--- config.mk ---
export PLATFORM = sky130hd
export DESIGN_NAME = booth_array_16bit_optimized
export DESIGN_NICKNAME = d
export VERILOG_FILES = /design/src/rtl/booth_array_16bit_optimized.sv
export SDC_FILE = /design/constraint.sdc
export NUM_CORES = 1
export LEC_CHECK = 0
export BUFFER_PORTS_ARGS = -buffer_cell sky130_fd_sc_hd__buf_2
export CAP_MARGIN = 20
export CORE_MARGIN = 1
export CORE_UTILIZATION = 59
export DETAILED_ROUTE_END_ITERATION = 8
export HOLD_SLACK_MARGIN = 0.06
export MAX_ROUTING_LAYER = met4
export PLACE_DENSITY = 0.8
export SYNTH_ARGS = -nofsm -noshare
export SYNTH_HDL_FRONTEND = slang
export SYNTH_SLANG_ARGS = --single-unit
--- constraint.sdc ---
create_clock -name clk -period 10 [get_ports clk]
set_input_delay 0 -clock clk [delete_from_list [all_inputs] [get_ports clk]]
set_output_delay 0 -clock clk [all_outputs]
set_load 0.01 [all_outputs]
--- src/rtl/booth_array_16bit_optimized.sv ---
// Signed 16x16 radix-4 Booth multiplier, 1- or 2-stage latency
// selectable per cycle, with operand isolation on zero inputs.
module booth_array_16bit_optimized (
  input  logic        clk,
  input  logic        rst_n,
  input  logic        enable,
  input  logic [15:0] a,
  input  logic [15:0] b,
  input  logic        pipeline_en,
  output logic [31:0] prod,
  output logic        power_saved
);

  logic        zero;
  logic [15:0] hold_a;
  logic [15:0] hold_b;
  logic [15:0] op_a;
  logic [15:0] op_b;
  logic [31:0] ax;
  logic [16:0] bx;
  logic [31:0] pp [8];
  logic [31:0] sum_lo;
  logic [31:0] sum_hi;
  logic [31:0] full;
  logic [31:0] s1_lo;
  logic [31:0] s1_hi;
  logic        s1_zero;
  logic [31:0] s1_full;

  assign zero = (a == 16'd0) | (b == 16'd0);

  // A zero operand freezes the array inputs at the last non-zero pair
  assign op_a = zero ? hold_a : a;
  assign op_b = zero ? hold_b : b;

  assign ax = {{16{op_a[15]}}, op_a};
  assign bx = {op_b, 1'b0};

  for (genvar g = 0; g < 8; g++) begin : g_pp
    logic [2:0]  grp;
    logic        one;
    logic        two;
    logic        neg;
    logic [31:0] mag;
    logic [31:0] sgn;

    assign grp = bx[2*g +: 3];
    assign one = grp[1] ^ grp[0];
    assign two = (grp == 3'b011) | (grp == 3'b100);
    assign neg = grp[2] & ~(grp[1] & grp[0]);
    assign mag = two ? {ax[30:0], 1'b0} : (one ? ax : 32'd0);
    assign sgn = neg ? (~mag + 32'd1) : mag;
    assign pp[g] = sgn << (2 * g);
  end

  assign sum_lo  = pp[0] + pp[1] + pp[2] + pp[3];
  assign sum_hi  = pp[4] + pp[5] + pp[6] + pp[7];
  assign full    = sum_lo + sum_hi;
  assign s1_full = s1_lo + s1_hi;

  always_ff @(posedge clk) begin
    if (!rst_n) begin
      hold_a      <= '0;
      hold_b      <= '0;
      s1_lo       <= '0;
      s1_hi       <= '0;
      s1_zero     <= 1'b0;
      prod        <= '0;
      power_saved <= 1'b0;
    end else if (enable) begin
      if (!zero) begin
        hold_a <= a;
        hold_b <= b;
      end
      s1_lo   <= sum_lo;
      s1_hi   <= sum_hi;
      s1_zero <= zero;
      if (pipeline_en) begin
        prod        <= s1_zero ? 32'd0 : s1_full;
        power_saved <= s1_zero;
      end else begin
        prod        <= zero ? 32'd0 : full;
        power_saved <= zero;
      end
    end
  end

endmodule

==> qor.txt <==
Setup TNS Final -> 0 ns
final WL -> 76,200 um
Warnings, synthesis -> 0
CP top delay family -> compound AO/OA/AOI/OAI gates
simple-gate share of the synthesized area -> 18.4%
LEAKAGE -> 9.30 nW
Antenna Nets Post-Route -> 0
critical path fanouts, max -> 5
Critical Path Source Type -> input pin
TritonCTS buffer count -> 17
final cell count without fillers -> 3,051
Post-Syn Area -> 18,700 um2
endpoints failing setup -> 0
Clock Latency Late Sink -> 0.47 ns
placed cells -> 2,997
Area Overhead vs Synth -> 11.2%
chip width -> 180 um
crit path kind -> in -> reg
GRT Total Usage -> 48.1%
metal3 WL -> 10,400 um
total gr overflow -> 0
Post-Synth Adder-Cell Area -> 18.0%
Syn Inst Count -> 2,584
GP Congestion -> 1.10
vias in the first global route -> 20,100
Final Skew -> 0.0185 ns
number of antenna violations at the first check in global routing -> 4
highest ir drop seen on vdd -> 539 uV
metal2 WL -> 31,700 um
Final Slew Violations -> 0
I/O pin total -> 69
CP arrival -> 9.95 ns
WP data required -> 10.35 ns
largest family of logic cells by synthesized area -> compound AO/OA/AOI/OAI gates
fin crit period -> 9.60 ns
most frequent cell after synthesis -> nor2_1
Synth area leaders -> dfxtp_1, fa_1, ha_1
Core Region -> 30,900 um2
total number of vias -> 20,900
flops & latches, synth -> 122
Initial DRC Count -> 3,070
layout cell share with drive strength beyond 1 -> 13.1%
f_max -> 0.104 GHz
critical path's most frequent cell -> ha_1
Via density -> 6.85
max layer used -> met4
pin count of the biggest net entering global routing -> 107
Detail Placement HPWL -> 57,500 um
Final nets -> 2,888
PD cells -> 399 nW/um2
Worst Setup SP -> b[1]
outcome -> complete, no violations
hold crit path type -> in -> reg
first-pass GRT wire length -> 117,000 um
cell taking the most area after synthesis -> dfxtp_1
syn nets -> 2,834
Slowest cell on crit path -> or4_4
Synth Area in Compound Gates -> 27.5%
mux contribution to synthesized area -> 6.07%
reg-to-reg critical path startpoint -> hold_b[1]
ys async rst share -> 0%
EDFF count, synth -> 0
I/O Buffers -> 68
CP max stage delay -> 0.60 ns
first-pass detailed-route iteration total -> 6
H-tree Lvls -> 4
CTS Buffer Depth -> 2
Post-Syn Area per Cell -> 7.25 um2
clock root cell -> clkbuf_16
DR WL/cell -> 25.0 um
register area share after synthesis -> 13.0%
Most used DFF post-synth -> dfxtp_1
Reg clk slew, reported paths -> 0.06 ns
period utilization -> 96.0%
routed length on met1 -> 29,300 um
Slew @ Worst Pin -> 1.02 ns
Post-synth top cells -> nor2_1, a21oi_1, inv_1, o21ai_0, clkbuf_1
WP buf/inv -> 7
CTS tree -> yes
Die Height -> 180 um
die area -> 32,500 um2
drt drc -> 0
Crit. End Element -> flop
xor and xnor area share after synthesis -> 8.85%
clk sinks -> 122
post-synth top area share -> 13.0%
Initial Utilization -> 60.6%
# rows -> 64
max-cap violations -> 0
Netlist cell types -> 94
min-delay src -> b[3]
Rel. slew slack -> 32.1%
final hold viol count -> 0
[worst paths after layout]
kind	slack, ns	cells after the start	end
worst min register to register	0.48	2	prod[14]
worst min-delay path	0.05	3	hold_b[3]
worst max-delay path	0.40	42	prod[30]
worst max register to register	1.39	37	prod[31]
[sequential cells by signal, indices dropped and copies added (netlist names)]
| signal | flops |
|---|---|
| prod | 32 |
| s1_lo | 32 |
| s1_hi | 24 |
| hold_a | 16 |
| hold_b | 16 |
| power_saved | 1 |
| s1_zero | 1 |
[worst register-to-register path, delay by kind of cell, from the launching register on]
family,cells,cell delay (ns)
compound gates,20,3.95
fa+ha+maj,5,2.02
simple gates,8,1.85
xor+xnor,2,0.26
flops,1,0.36
buf+inv,2,0.10
[through the flow]
step / setup slack (ns) / power, mW / hold slack [ns] / instance area [um2] / util (%)
global placement: 0.390 / 7.07 / 0.254 / 19900 / 64.4
detailed placement: 0.250 / 7.28 / 0.291 / 19900 / 64.4
floorplan: 0.0509 / 5.40 / 0.138 / 18700 / -
global route: -0.0514 / 8.94 / 0.107 / 20800 / 67.3
CTS: 0.134 / 8.01 / 0.0664 / 20600 / 66.7
finish: 0.401 / 8.31 / 0.0460 / 20800 / 67.3
[kinds of logic after synthesis]
| kind of cell | after synthesis |
|---|---|
| AOI/OAI and AO/OA | 801 |
| xor gates and xnor gates | 186 |
| adders and majority gates | 214 |
| buffers and inverters | 400 |
| DFF | 122 |
| muxes | 108 |
| and+or+nand+nor | 753 |
[power by group]
| group | total [mW] | switching (mW) | internal, mW | leakage, nW |
|---|---|---|---|---|
| Clock | 0.665 | 0.286 | 0.379 | 0.287 |
| Combinational | 6.97 | 4.02 | 2.94 | 8.00 |
| Sequential | 0.682 | 0.0722 | 0.610 | 1.01 |
| Total | 8.31 | 4.38 | 3.93 | 9.30 |
[placed cells by master, fill, tap and decap left out, types with 20 or more instances in the layout]
| cell | n |
|---|---|
| a221oi_1 | 23 |
| a22oi_1 | 24 |
| nand2_1 | 158 |
| nor3_1 | 71 |
| ha_1 | 120 |
| o22ai_1 | 25 |
| mux2_2 | 20 |
| dfxtp_1 | 122 |
| a31oi_1 | 45 |
| xor2_1 | 67 |
| a21oi_1 | 238 |
| xnor2_1 | 117 |
| a21o_1 | 33 |
| o21ai_0 | 158 |
| inv_1 | 209 |
| buf_4 | 142 |
| buf_2 | 67 |
| nand3_1 | 87 |
| fa_1 | 92 |
| nor2_1 | 301 |
| o211ai_1 | 30 |
| mux2i_1 | 75 |
| a211oi_1 | 53 |
[per-layer routing]
layer,global-route usage [%],vias to the layer above
met2,70.2,1507
li1,-,9282
met1,59.8,9729
met4,26.6,0
met5,-,-
met3,13.5,380
[what timing repair did]
item                                    in CTS  in global routing
endpoints found under the setup margin       0                  8
resized for setup                            0                 26
hold buffers                                10                  0
buffers inserted                             0                  7
endpoints found under the hold margin       20                  0
[area by class of cell]
type | count | area (um2)
multi-input combinational | 2062 | 14900
timing repair buffer | 223 | 1570
antenna | 4 | 10.0
inverter | 212 | 797
tap | 396 | 495
fill | 2720 | 10100
clock buffer | 18 | 439
clock inverter | 14 | 163
sequential | 122 | 2440
Note: power is estimated with default switching activity, not from simulation.
